`config.mk`:
```
export PLATFORM = sky130hd
export DESIGN_NAME = vgac_param
export DESIGN_NICKNAME = d
export VERILOG_FILES = /design/src/rtl/vgac_param.sv
export SDC_FILE = /design/constraint.sdc
export NUM_CORES = 1
export LEC_CHECK = 0
export BUFFER_PORTS_ARGS = -buffer_cell sky130_fd_sc_hd__buf_2
export CORE_UTILIZATION = 40
export DETAILED_ROUTE_END_ITERATION = 8
export PLACE_DENSITY = 0.7
export SETUP_SLACK_MARGIN = 0.05
export SYNTH_ARGS = -nofsm -noshare
export SYNTH_HDL_FRONTEND = slang
export SYNTH_SLANG_ARGS = --single-unit
```
`constraint.sdc`:
```
create_clock -name vga_clk -period 5.7 [get_ports vga_clk]
set_input_delay 0.285 -clock vga_clk [delete_from_list [all_inputs] [get_ports vga_clk]]
set_output_delay 0.285 -clock vga_clk [all_outputs]
set_load 0.03 [all_outputs]
```
`src/rtl/vgac_param.sv`:
```
// Parameterised VGA timing controller with pixel-RAM read pipeline and aligned syncs.
// Optional built-in colour-bar generator enabled by macro VGAC_TEST_PATTERN_EN (adds tp_en).
module vgac_param #(
  parameter int H_ACTIVE = 640,
  parameter int H_FP     = 16,
  parameter int H_SYNC   = 96,
  parameter int H_BP     = 48,
  parameter int V_ACTIVE = 480,
  parameter int V_FP     = 10,
  parameter int V_SYNC   = 2,
  parameter int V_BP     = 33,
  parameter bit HS_POL   = 1'b0,
  parameter bit VS_POL   = 1'b0,
  parameter int CW       = 4,
  parameter int RD_LAT   = 1
) (
  input  logic            vga_clk,
  input  logic            clrn,
  input  logic            en,
`ifdef VGAC_TEST_PATTERN_EN
  input  logic            tp_en,
`endif
  input  logic [3*CW-1:0] d_in,
  output logic [9:0]      row_addr,
  output logic [10:0]     col_addr,
  output logic            rdn,
  output logic            hs,
  output logic            vs,
  output logic            de,
  output logic [CW-1:0]   r,
  output logic [CW-1:0]   g,
  output logic [CW-1:0]   b,
  output logic            line_start,
  output logic            frame_start
);

  localparam logic [11:0] H_LAST      = 12'(H_SYNC + H_BP + H_ACTIVE + H_FP - 1);
  localparam logic [11:0] H_SYNC_END  = 12'(H_SYNC);
  localparam logic [11:0] H_ACT_START = 12'(H_SYNC + H_BP);
  localparam logic [11:0] H_ACT_END   = 12'(H_SYNC + H_BP + H_ACTIVE);
  localparam logic [11:0] V_LAST      = 12'(V_SYNC + V_BP + V_ACTIVE + V_FP - 1);
  localparam logic [11:0] V_SYNC_END  = 12'(V_SYNC);
  localparam logic [11:0] V_ACT_START = 12'(V_SYNC + V_BP);
  localparam logic [11:0] V_ACT_END   = 12'(V_SYNC + V_BP + V_ACTIVE);
  localparam logic [10:0] BAR_DIV     = 11'((H_ACTIVE / 8 > 0) ? (H_ACTIVE / 8) : 1);
  localparam int          LAST        = RD_LAT - 1;

  // Colour bar index -> {r,g,b} on/off: white, yellow, cyan, green, magenta, red, blue, black.
  function automatic logic [2:0] bar_rgb(input logic [2:0] bar);
    logic [2:0] c;
    case (bar)
      3'd0:    c = 3'b111;
      3'd1:    c = 3'b110;
      3'd2:    c = 3'b011;
      3'd3:    c = 3'b010;
      3'd4:    c = 3'b101;
      3'd5:    c = 3'b100;
      3'd6:    c = 3'b001;
      default: c = 3'b000;
    endcase
    return c;
  endfunction

  logic [11:0] h_count, v_count;
  logic        act_s, hsync_s, vsync_s, row0_s, tp_mode;
  logic [10:0] col_calc, bar_q;
  logic [9:0]  row_calc;
  logic [2:0]  bar_s, tp_rgb;

  logic       act_p  [RD_LAT];
  logic       hs_p   [RD_LAT];
  logic       vs_p   [RD_LAT];
  logic       row0_p [RD_LAT];
  logic       tp_p   [RD_LAT];
  logic [2:0] bar_p  [RD_LAT];

`ifdef VGAC_TEST_PATTERN_EN
  assign tp_mode = tp_en;
`else
  assign tp_mode = 1'b0;
`endif

  // Horizontal/vertical counters; en low parks both at the origin.
  always_ff @(posedge vga_clk or negedge clrn) begin
    if (!clrn) begin
      h_count <= 12'd0;
      v_count <= 12'd0;
    end else if (!en) begin
      h_count <= 12'd0;
      v_count <= 12'd0;
    end else if (h_count == H_LAST) begin
      h_count <= 12'd0;
      if (v_count == V_LAST) v_count <= 12'd0;
      else                   v_count <= v_count + 12'd1;
    end else begin
      h_count <= h_count + 12'd1;
    end
  end

  // Region decode of the current count state; everything is idle while disabled.
  always_comb begin
    col_calc = 11'(h_count - H_ACT_START);
    row_calc = 10'(v_count - V_ACT_START);
    act_s    = en && (h_count >= H_ACT_START) && (h_count < H_ACT_END) &&
               (v_count >= V_ACT_START) && (v_count < V_ACT_END);
    hsync_s  = en && (h_count < H_SYNC_END);
    vsync_s  = en && (v_count < V_SYNC_END);
    row0_s   = (v_count == V_ACT_START);
    bar_q    = col_calc / BAR_DIV;
    if (bar_q > 11'd7) bar_s = 3'd7;
    else               bar_s = bar_q[2:0];
  end

  // Stage 1 (RAM address/strobe) followed by RD_LAT-1 delay stages matching RAM latency.
  always_ff @(posedge vga_clk or negedge clrn) begin
    if (!clrn) begin
      rdn      <= 1'b1;
      col_addr <= 11'd0;
      row_addr <= 10'd0;
      for (int i = 0; i < RD_LAT; i++) begin
        act_p[i]  <= 1'b0;
        hs_p[i]   <= 1'b0;
        vs_p[i]   <= 1'b0;
        row0_p[i] <= 1'b0;
        tp_p[i]   <= 1'b0;
        bar_p[i]  <= 3'd0;
      end
    end else begin
      rdn       <= ~(act_s & ~tp_mode);
      col_addr  <= act_s ? col_calc : 11'd0;
      row_addr  <= act_s ? row_calc : 10'd0;
      act_p[0]  <= act_s;
      hs_p[0]   <= hsync_s;
      vs_p[0]   <= vsync_s;
      row0_p[0] <= row0_s;
      tp_p[0]   <= tp_mode;
      bar_p[0]  <= bar_s;
      for (int i = 1; i < RD_LAT; i++) begin
        act_p[i]  <= act_p[i-1];
        hs_p[i]   <= hs_p[i-1];
        vs_p[i]   <= vs_p[i-1];
        row0_p[i] <= row0_p[i-1];
        tp_p[i]   <= tp_p[i-1];
        bar_p[i]  <= bar_p[i-1];
      end
    end
  end

  assign tp_rgb = bar_rgb(bar_p[LAST]);

  // Output stage: RAM data capture plus syncs/pulses, all on the same edge.
  always_ff @(posedge vga_clk or negedge clrn) begin
    if (!clrn) begin
      de          <= 1'b0;
      hs          <= ~HS_POL;
      vs          <= ~VS_POL;
      line_start  <= 1'b0;
      frame_start <= 1'b0;
      r           <= '0;
      g           <= '0;
      b           <= '0;
    end else begin
      de          <= act_p[LAST];
      hs          <= hs_p[LAST] ? HS_POL : ~HS_POL;
      vs          <= vs_p[LAST] ? VS_POL : ~VS_POL;
      line_start  <= act_p[LAST] & ~de;
      frame_start <= act_p[LAST] & ~de & row0_p[LAST];
      if (!act_p[LAST]) begin
        r <= '0;
        g <= '0;
        b <= '0;
      end else if (tp_p[LAST]) begin
        r <= {CW{tp_rgb[2]}};
        g <= {CW{tp_rgb[1]}};
        b <= {CW{tp_rgb[0]}};
      end else begin
        r <= d_in[CW-1:0];
        g <= d_in[2*CW-1:CW];
        b <= d_in[3*CW-1:2*CW];
      end
    end
  end

endmodule

```
* Word level (Yosys, flattened, before mapping) *
Index checks and enable logic that the tools add are counted.

cells by class
  bitwise gates (word level) = 4
  reduce and logical (&&, ||, !) cells = 6
  order comparisons = 6
  multiplexer cells = 12
  add/sub/neg operators = 4
  equal/unequal tests = 4

operators by type and width
  kind                                                                                   count
  12-bit two-way mux                                                                     5
  12-bit by 1-bit adder with 12-bit output (second input constant)                       2
  12-bit by 10-bit equality test with 1-bit output (second input constant)               2
  12-bit by 10-bit less-than comparator with 1-bit output (second input constant)        2
  12-bit by 6-bit equality test with 1-bit output (second input constant)                1
  12-bit by 6-bit greater-or-equal comparator with 1-bit output (second input constant)  1
  12-bit by 8-bit greater-or-equal comparator with 1-bit output (second input constant)  1
  12-bit by 2-bit less-than comparator with 1-bit output (second input constant)         1
  12-bit by 7-bit less-than comparator with 1-bit output (second input constant)         1
  4-bit two-way mux                                                                      3
  11-bit two-way mux                                                                     1
  11-bit by 8-bit subtractor with 11-bit output (second input constant)                  1
  10-bit two-way mux                                                                     1
  10-bit by 6-bit subtractor with 10-bit output (second input constant)                  1
  1-bit logical AND                                                                      6
  1-bit bitwise AND                                                                      2
  1-bit two-way mux                                                                      2
  2-bit by 1-bit inequality test with 1-bit output (second input constant)               1
  1-bit inverter                                                                         2

storage, ports and cells
  flip-flop bits (word level) = 67
  logic and storage cells = 53
  bits of input ports = 15
  output and inout bits = 39

* Logic depth before layout (Yosys ltp) *
Gate-level depths: netlist (run 1).

  depth after elaboration = 6
  depth in mapped cells = 7

* Least setup slack after synthesis (run 1) *
Ideal clock, no wire load.

  path kind = register to register
  start = reg h_count[5]
  end = reg v_count[5]
  setup slack = 3,596 ps
  path buffers = 1
  cell stages (with the launch flop) = 8
  data arrival time = 2,027 ps
  cells stage by stage = dfrtp_1 -> inv_1 -> ha_1 -> or3b_4 -> or3_1 -> clkbuf_2 -> or4_1 -> a21oi_1

between the ends
  longest elaborated chain between the ends = 2

ends and longest elaborated chain
  what                                                        line  source
  from (decl)                                                 64    logic [11:0] h_count, v_count;
  from (signal assigned)                                      96    h_count <= h_count + 12'd1;
  12-bit by 10-bit equality test with 1-bit output            91    end else if (h_count == H_LAST) begin
  2-bit by 1-bit inequality test with 1-bit output (no line)  --
  to (signal assigned)                                        94    else v_count <= v_count + 12'd1;
  to (decl)                                                   64

No other way between the ends.
A chain may end at the register's enable or synchronous reset.

* Worst setup path in the final report (run 1) *
  start = reg h_count[4]
  end = reg row_addr[9]

between the ends
  longest elaborated chain between the ends = 6
  elaborated cells on any way between the ends = 7

ends and longest elaborated chain
  what                                                           line  source
  12-bit by 8-bit greater-or-equal comparator with 1-bit output  104   act_s = en && (h_count >= H_ACT_START) && (h_count < H_ACT_END) &&
  1-bit logical AND                                              104
  1-bit logical AND (*) (2 in series)                            104
  1-bit logical AND (*)                                          105   (v_count >= V_ACT_START) && (v_count < V_ACT_END);
  10-bit two-way mux (*)                                         131   row_addr <= act_s ? row_calc : 10'd0;
  to (signal assigned)                                           131
  to (decl)                                                      24    output logic [9:0] row_addr,

Mark *: on every way between the ends. The rest lies on a longest branch, timed or not.

==> impl_metrics.yaml, run 1 <==
routing:
  routed_via_density: 5.18
  wl_per_cell_um: 13.9
  routed_wl_um: 6070
  drt_iter0_markers: 177
  vias: 2263
  firstDrtPassIters: 6
  drc: 0
  antenna_left: 0
yosys:
  synth_top_cells_by_count: "64 x dfrtp_1, 26 x nor3_1, 24 x nor2_1"
  postSynthCellCount: 286
  yosys.cell_types.count: 45
  ys_ff_latch: 67
  yosys_warnings: 0
  synth_edf_count: 0
  seq_area_frac_synth: 0.558
  syn_area_mm2: 0.00301
  ys_top_cells_by_area: "dfrtp_1 53%, xnor2_1 4.4%, nor3_1 4.3%"
  synth_area_leader_cell: "dfrtp_1"
  async_reset_ff_frac: 1.00
  synth_top_area_frac: 0.532
  syn_avg_cell_area_um2: 10.5
  synthFlopType: "dfrtp_1"
  syn-num-nets: 308
  synthMostInstantiatedCell: "dfrtp_1"
outcome:
  outcome: "finished clean"
worst_setup_path:
  worst_ep_arrival_time_ps: 2600
  cp-startpoint: "h_count[4]"
  r2r-start: "h_count[4]"
  end_kind: "flop"
  path_max_fanout: 23
  r2r-end: "row_addr[9]"
  r2r_cells: 6
  crit_chain: "inv_1 -> ha_1 -> nand2b_1 -> a211oi_1 -> a311o_1 -> nor3_1"
  cpPeakStageDelay_ps: 800
  worstPathRequired_ps: 5880
  setup.worst_path.start_class: "flop"
  crit_slowest_cell: "a311o_1"
  criticalPathCategory: "reg2reg"
  cp-endpoint: "row_addr[9]"
  rrSetupSlack_ps: 3270
die:
  fp.dieW_um: 88.8
  start_util: 0.415
  die_area_mm2: 0.00788
  fp.dieH_um: 88.8
  core_mm2: 0.00725
  placementRows: 31
  io_pins: 54
clock_tree:
  cts.sink_count: 67
  cts.reportedPaths.clkPinSlew_ps: 80
  h-tree-depth: 3
  clock_path_buffers: 2
  clock_latency_ps: 340
  root_buffer: "clkbuf_8"
  cts_setup_buffers: 0
  postCtsResizedCells: 0
  cts_tree: "done"
  cts_buffers: 9
  cts_hold_buf: 0
power:
  power.internal_mw: 0.804
  peakVddDrop_mv: 0.102
  seq_power_share: 0.475
  p_sw_frac: 0.235
  clkPwrFrac: 0.451
  p_leak_nw: 1.71
  p_total_mw: 1.05
  combPwrFrac: 0.074
  p_sw_mw: 0.247
  pwr_density_cell_mw_per_mm2: 293
sta:
  tightest_slew_ps: 872
  finalCriticalPeriod_ps: 2430
  fin_crit_sh: 0.426
  maxClockFrequency_mhz: 412
  finClkSkew_ps: 11.2
  setup_ws_ps: 3270
  slew_headroom: 0.419
  rsz0062_at_grt: "no"
  setup-tns-final_ps: 0
  report.final.slew_viol_count: 0
  hold_violations: 0
  finalSetupViolCount: 0
  holdWs_ps: 100
placement:
  hpwl_um: 4140
  place_ws_ps: 3310
  place.gp.congestion: 0.851
  place.port_buffers: 53
grt:
  grt_pass1_vias: 2146
  grt_usage: 0.170
  grt_start_max_net_pins: 68
  grt_pass1_wl_um: 10100
  antenna_found_initial: 0
  grt.overflow.total: 0
finish:
  layout-drive-gt1-share: 0.234
  num-fill-cells: 664
  diodes: 0
  fin_util: 0.494
  num-nets-final: 355
  area_growth_pct: 19.0
  final-seq-area_mm2: 0.00168
  multi_input_area_mm2: 0.00121
job:
  max_cap_viol_count: 0
min_path:
  hold_path_class: "in2async"
-- sequential cells by signal (all words and copies together), names as in the netlist, 4 cells and up --
register,count
v_count,12
g,4
h_count,12
row_addr,10
col_addr,11
b,4
r,4
-- metrics by stage --
step           instances  area (um^2)
2_1_floorplan        286         3010
5_1_grt              437         3580
6_report             437         3580
3_3_place_gp         421         3340
3_5_place_dp         421         3340
4_1_cts              437         3580
-- placed cells by master, fill, tap and decap left out, types with 3 or more instances in the layout --
cell type,instances
xor2_1,7
nor3_1,26
buf_2,53
nor2b_1,3
nor4_1,6
nand3_1,10
a21oi_1,11
nand2_1,13
nand4_1,7
nor2_1,24
clkbuf_8,9
inv_1,10
ha_1,7
and3_1,3
or3_1,4
and2_1,15
nor3b_1,3
dfstp_2,3
dfrtp_1,64
a22o_1,4
o31ai_1,3
xnor2_1,15
buf_4,3
o21ai_0,3
bufinv_16,3
-- layout make-up --
| type | instances | share of cell area |
|---|---|---|
| inverter | 10 | 0.0105 |
| sequential | 67 | 0.469 |
| multi-input combinational | 189 | 0.339 |
| clock buffer | 10 | 0.0356 |
| timing repair buffer | 56 | 0.0803 |
| clock inverter | 6 | 0.0318 |
| tap | 99 | 0.0346 |
-- how the worst min path moves through the flow --
stage,from,slack [ps],endpoint,cells past startpoint
floorplan,clrn,-10,act_p,0
global placement,vs_p,340,vs,1
detailed placement,hs_p,340,hs,1
CTS,clrn,140,v_count[8],2
global route,d_in[10],140,b[2],2
finish,clrn,100,v_count[8],2
-- power groups by stage --
stage | logic, mW | registers (mW) | clock network (mW)
floorplan | 0.0535 | 0.502 | 0
global placement | 0.0775 | 0.508 | 0
detailed placement | 0.0784 | 0.508 | 0
CTS | 0.0787 | 0.499 | 0.483
global route | 0.0873 | 0.501 | 0.505
finish | 0.0780 | 0.499 | 0.474
-- logic make-up (layout without fill, tap and decap cells) --
logic type / count (synthesis) / after routing / synth area share
muxes: 1 / 1 / 0.00332
and+or+nand+nor: 124 / 124 / 0.220
AOI/OAI and AO/OA: 35 / 35 / 0.0847
DFF: 67 / 67 / 0.558
buffers and inverters: 30 / 82 / 0.0411
xor gates and xnor gates: 22 / 22 / 0.0640
adders and majority gates: 7 / 7 / 0.0291
-- metal layers --
layer  routed length [um]  up-vias  track usage
met5                    0        -            0
met1                 2740     1070        0.209
met3                  458       14       0.0485
li1                     -     1091            -
met4                  160        0       0.0982
met2                 2710       88        0.267
-- worst max-delay path: cells and delay by family, from the launching register on --
family / cells / cell delay [ps]
AOI/OAI and AO/OA: 2 / 1150
adders and majority gates: 1 / 230
buffers and inverters: 1 / 180
DFF: 1 / 440
and+or+nand+nor: 2 / 250
Note: power is estimated with default switching activity, not from simulation.
==> run 2, diff against run 1 <==
--- a/config.mk
+++ b/config.mk
@@ -8,7 +8,7 @@
 export BUFFER_PORTS_ARGS = -buffer_cell sky130_fd_sc_hd__buf_2
 export CORE_UTILIZATION = 40
 export DETAILED_ROUTE_END_ITERATION = 8
-export PLACE_DENSITY = 0.7
+export PLACE_DENSITY = 0.73
 export SETUP_SLACK_MARGIN = 0.05
 export SYNTH_ARGS = -nofsm -noshare
 export SYNTH_HDL_FRONTEND = slang
==> constraint.sdc (replaced) <==
create_clock -name vga_clk -period 2.2 [get_ports vga_clk]
set_input_delay 0.11 -clock vga_clk [delete_from_list [all_inputs] [get_ports vga_clk]]
set_output_delay 0.11 -clock vga_clk [all_outputs]
set_load 0.03 [all_outputs]
==> run 2 against run 1 <==
Compared with the run above:
- first-iteration DRC count rose by 24%
- clock skew fell by 0.54 ps
- routed wire length rose by 12%
- sequential share of layout area fell by 2.7 points
- via count rose by 6.7%
- critical endpoint is now v_count[5]
- largest cell class unchanged
- largest power group unchanged
==> impl_metrics.yaml, run 2 (same netlist as run 1, synthesis figures left out) <==
outcome:
  outcome: "finished clean"
grt:
  grt_pass1_vias: 2269
  antenna_found_initial: 0
  grt_usage: 0.179
  grt.overflow.total: 0
  grt_start_max_net_pins: 37
  grt_pass1_wl_um: 10600
worst_setup_path:
  path_max_fanout: 4
  worstPathRequired_ps: 2470
  end_kind: "flop"
  criticalPathCategory: "reg2reg"
  worst_ep_arrival_time_ps: 2380
  setup.worst_path.start_class: "flop"
  r2r_cells: 6
sta:
  finalSetupViolCount: 0
  report.final.slew_viol_count: 0
  setup-tns-final_ps: 0
  finClkSkew_ps: 10.6
  rsz0062_at_grt: "yes"
  hold_violations: 0
  fin_crit_sh: 0.956
  tightest_slew_ps: 739
  finalCriticalPeriod_ps: 2100
  holdWs_ps: 7.88
  slew_headroom: 0.507
  maxClockFrequency_mhz: 475
die:
  placementRows: 31
  fp.dieH_um: 88.8
  fp.dieW_um: 88.8
  start_util: 0.415
  io_pins: 54
  core_mm2: 0.00725
  die_area_mm2: 0.00788
placement:
  hpwl_um: 4450
  place.gp.congestion: 0.835
  place.port_buffers: 53
routing:
  routed_via_density: 5.28
  firstDrtPassIters: 4
  drt_iter0_markers: 220
  vias: 2414
  antenna_left: 0
  drc: 0
  routed_wl_um: 6780
  wl_per_cell_um: 14.8
power:
  pwr_density_cell_mw_per_mm2: 701
  p_leak_nw: 1.82
  peakVddDrop_mv: 0.372
clock_tree:
  clock_latency_ps: 340
  h-tree-depth: 3
  root_buffer: "clkbuf_8"
  cts.sink_count: 67
  cts_buffers: 9
  clock_path_buffers: 2
  cts.reportedPaths.clkPinSlew_ps: 80
  cts_tree: "done"
finish:
  area_growth_pct: 26.3
  fin_util: 0.525
  final_cell_mix: "63 x dfrtp_1, 53 x buf_2, 26 x nor3_1"
  reg.largest.list: "h_count (12), v_count (12), col_addr (11)"
  num-fill-cells: 614
  num-nets-final: 375
  final_common_cell: "dfrtp_1"
  diodes: 0
  layout-drive-gt1-share: 0.271
job:
  max_cap_viol_count: 0
min_path:
  hold_path_class: "in2reg"
  min_path_cells: 2
-- run 2: timing repair --
item                                    4_1_cts  5_1_grt
endpoints found under the setup margin        0       18
gates resized for setup                       0        7
hold buffers                                 10        0
setup buffers                                 0        1
hold endpoints to repair                     40        0
-- run 2: metrics by stage --
step / cell area, um^2 / power [mW] / cells / setup WS, ps
2_1_floorplan: 3010 / 1.44 / 286 / 95.7
3_3_place_gp: 3450 / 1.53 / 430 / 166
3_5_place_dp: 3450 / 1.54 / 430 / 126
4_1_cts: 3770 / 2.69 / 456 / 87.8
5_1_grt: 3810 / 2.78 / 457 / 26.2
6_report: 3810 / 2.67 / 457 / 96.4
-- run 2: area by class of cell --
class                      instances  area, um^2  share of cell area
clock buffer                       9         124              0.0325
clock inverter                     7         100              0.0263
inverter                          10        37.5             0.00986
multi-input combinational        189        1240               0.325
sequential                        67        1680               0.442
tap                               99         124              0.0325
timing repair buffer              76         500               0.131
-- run 2: critical path: stages, from the launching register on --
cell and delay, ps:
dfrtp_1 420, inv_1 90, ha_2 180, or3b_4 390
or3_4 340, or4_1 490, a21oi_2 130
-- run 2: report_power, final --
part           total [mW]  switching [mW]  internal, mW
logic               0.241           0.140         0.101
registers            1.29          0.0383          1.26
clock network        1.13           0.484         0.647
total                2.67           0.662          2.00
-- run 2: metal layers --
metal  wire length, um  part of all wire  vias to the layer above  track usage
li1                  -                 -                     1125            -
met1              2800              0.41                     1171        0.219
met2              3400              0.50                      104        0.307
met3               466             0.069                       14       0.0410
met4               116             0.017                        0       0.0674
met5                 0                 0                        -            0
-- run 2: final timing paths --
kind                       startpoint  slack, ps     endpoint
min reg2reg                      vs_p        360           vs
max reg2reg                h_count[5]        100   v_count[5]
min                           d_in[4]          8         g[0]
min in group asynchronous        clrn        390  col_addr[3]
max in group asynchronous        clrn       1100           vs
max                        h_count[5]        100   v_count[5]
==> run 3, diff against run 2 <==
--- a/config.mk
+++ b/config.mk
@@ -5,10 +5,11 @@
 export SDC_FILE = /design/constraint.sdc
 export NUM_CORES = 1
 export LEC_CHECK = 0
+export ABC_AREA = 1
 export BUFFER_PORTS_ARGS = -buffer_cell sky130_fd_sc_hd__buf_2
 export CORE_UTILIZATION = 40
 export DETAILED_ROUTE_END_ITERATION = 8
-export PLACE_DENSITY = 0.73
+export PLACE_DENSITY = 0.72
 export SETUP_SLACK_MARGIN = 0.05
 export SYNTH_ARGS = -nofsm -noshare
 export SYNTH_HDL_FRONTEND = slang
==> run 3 against run 2 <==
Compared with the run above:
- global-route usage fell by 0.63 points
- worst hold slack better by 180 ps
- clock power is essentially flat
- combinational power down 60%
- flip-flop and latch count did not move
- sequential share of layout area is 1.9 points lower
- worst setup slack better by 200 ps
- first-iteration DRC count decreased by 16%
- critical endpoint is now row_addr[9]
==> impl_metrics.yaml, run 3 <==
yosys:
  synth_top_area_frac: 0.488
  synth_top_cells_by_count: "91 x nand2_1, 64 x dfrtp_1, 44 x inv_1"
  async_reset_ff_frac: 1.00
  yosys.cell_types.count: 30
  yosys_warnings: 0
  synthMostInstantiatedCell: "nand2_1"
  ys_top_cells_by_area: "dfrtp_1 49%, nand2_1 10%, inv_1 5.0%"
  synth_edf_count: 0
  syn-num-nets: 392
  syn_area_mm2: 0.00328
  synth_area_leader_cell: "dfrtp_1"
  ys_ff_latch: 67
  syn_avg_cell_area_um2: 8.87
  postSynthCellCount: 370
  synthFlopType: "dfrtp_1"
  seq_area_frac_synth: 0.512
die:
  placementRows: 32
  io_pins: 54
  die_area_mm2: 0.00857
  core_mm2: 0.00785
  fp.dieH_um: 92.6
  fp.dieW_um: 92.6
  start_util: 0.418
sta:
  report.final.slew_viol_count: 0
  hold_violations: 0
  finalCriticalPeriod_ps: 1910
  fin_crit_sh: 0.868
  maxClockFrequency_mhz: 524
  rsz0062_at_grt: "no"
  tightest_slew_ps: 801
  finClkSkew_ps: 10.9
  setup-tns-final_ps: 0
  slew_headroom: 0.466
  finalSetupViolCount: 0
placement:
  place_area_mm2: 0.00362
  place.port_buffers: 53
  dp_cells: 518
  place.gp.congestion: 0.937
  hpwl_um: 4710
clock_tree:
  cts_buffers: 9
  postCtsResizedCells: 0
  cts.sink_count: 67
  cts.reportedPaths.clkPinSlew_ps: 80
  clock_latency_ps: 350
  cts_tree: "done"
  root_buffer: "clkbuf_8"
  h-tree-depth: 3
  clock_path_buffers: 2
power:
  p_sw_frac: 0.231
  seq_power_share: 0.497
  pwr_density_cell_mw_per_mm2: 629
  p_sw_mw: 0.578
  p_leak_nw: 2.25
  power.internal_mw: 1.93
  clkPwrFrac: 0.464
  peakVddDrop_mv: 0.290
  combPwrFrac: 0.038
finish:
  area_growth_pct: 21.2
  reg.largest.list: "h_count (12), v_count (12), col_addr (11)"
  layout-drive-gt1-share: 0.270
  num-nets-final: 462
  finalNonFillerCells: 547
  diodes: 0
  final_area_mm2: 0.00398
  fin_util: 0.507
  final_cell_mix: "91 x nand2_1, 64 x dfrtp_1, 53 x buf_2"
  final_common_cell: "nand2_1"
job:
  max_cap_viol_count: 0
min_path:
  hold_path_class: "in2reg"
worst_setup_path:
  path_max_fanout: 15
  end_kind: "flop"
  worstPathRequired_ps: 2480
  worst_ep_arrival_time_ps: 2190
  criticalPathCategory: "reg2reg"
  rrSetupSlack_ps: 290
  setup.worst_path.start_class: "flop"
routing:
  routed_wl_um: 6760
  vias: 2566
  antenna_left: 0
  drc: 0
  routed_via_density: 4.69
  drt_iter0_markers: 185
  wl_per_cell_um: 12.4
  firstDrtPassIters: 4
grt:
  grt.overflow.total: 0
  grt_pass1_wl_um: 11400
  grt_usage: 0.173
  grt_pass1_vias: 2459
  grt_start_max_net_pins: 68
  antenna_found_initial: 0
outcome:
  outcome: "finished clean"
run 3: cell types whose count changed after synthesis, sizes merged, moves of 5 or more:
cell,before,now
and2,15,0
nand2,13,96
nor3,26,10
xnor2,15,1
clkbuf,15,2
nor2,24,60
o21ai,3,12
nand3,10,20
nor4,6,1
inv,10,49
nand4,7,13
run 3: layer usage:
metal | global-route usage | vias up | share of wire
met5 | 0 | - | 0
li1 | - | 1295 | -
met2 | 0.270 | 85 | 0.45
met1 | 0.223 | 1176 | 0.47
met3 | 0.0402 | 10 | 0.061
met4 | 0.0885 | 0 | 0.019
run 3: worst max-delay path, cell delays in order, from the launching register on:
cell	delay, ps
dfrtp_1	430
inv_1	140
ha_1	270
nand2_2	90
nand2_2	60
nand2_1	80
nor2_1	40
nor2_2	90
nand3_2	270
buf_12	270
nor2_1	90
run 3: layout make-up:
cell class / instances / area [um^2]
timing repair buffer: 70 / 438
multi-input combinational: 243 / 1330
clock buffer: 9 / 124
clock inverter: 7 / 98.8
inverter: 49 / 184
fill: 709 / 3870
sequential: 67 / 1680
tap: 102 / 128
run 3: repair_timing:
| action | in CTS | in global routing |
|---|---|---|
| hold buffers | 13 | 0 |
| setup buffers | 0 | 0 |
| endpoints found under the setup margin | 0 | 0 |
| endpoints found under the hold margin | 76 | 0 |
run 3: path summary, 6_finish.rpt:
check / startpoint / to / cells past startpoint
max: h_count[4] / row_addr[9] / 10
min: en / h_count[1] / 4
max reg2reg: h_count[4] / row_addr[9] / 10
min reg2reg: hs_p / hs / 1
max in group asynchronous: clrn / g[2] / 3
min in group asynchronous: clrn / b[0] / 3
run 3: power by group through the flow:
stage	Combinational [mW]	Sequential, mW	Clock (mW)
finish	0.0959	1.25	1.16
global route	0.110	1.25	1.23
CTS	0.0980	1.24	1.18
detailed placement	0.0799	1.27	0
global placement	0.0790	1.27	0
floorplan	0.0275	1.27	0
run 3: logic make-up (layout without fill, tap and decap cells):
| group | Yosys count | in the layout | share of synthesized area |
|---|---|---|---|
| xor+xnor | 12 | 12 | 0.0320 |
| buf+inv | 60 | 135 | 0.0843 |
| simple gates | 203 | 203 | 0.309 |
| flops | 67 | 67 | 0.512 |
| fa+ha+maj | 7 | 7 | 0.0267 |
| compound gates | 21 | 21 | 0.0358 |
run 3: per-stage QoR:
step | worst slack [ps] | power, mW | hold WS (ps)
2_1_floorplan | 672 | 1.30 | -186
3_3_place_gp | 375 | 1.35 | 299
3_5_place_dp | 318 | 1.35 | 302
4_1_cts | 281 | 2.53 | 179
5_1_grt | 108 | 2.59 | 214
6_report | 291 | 2.50 | 192
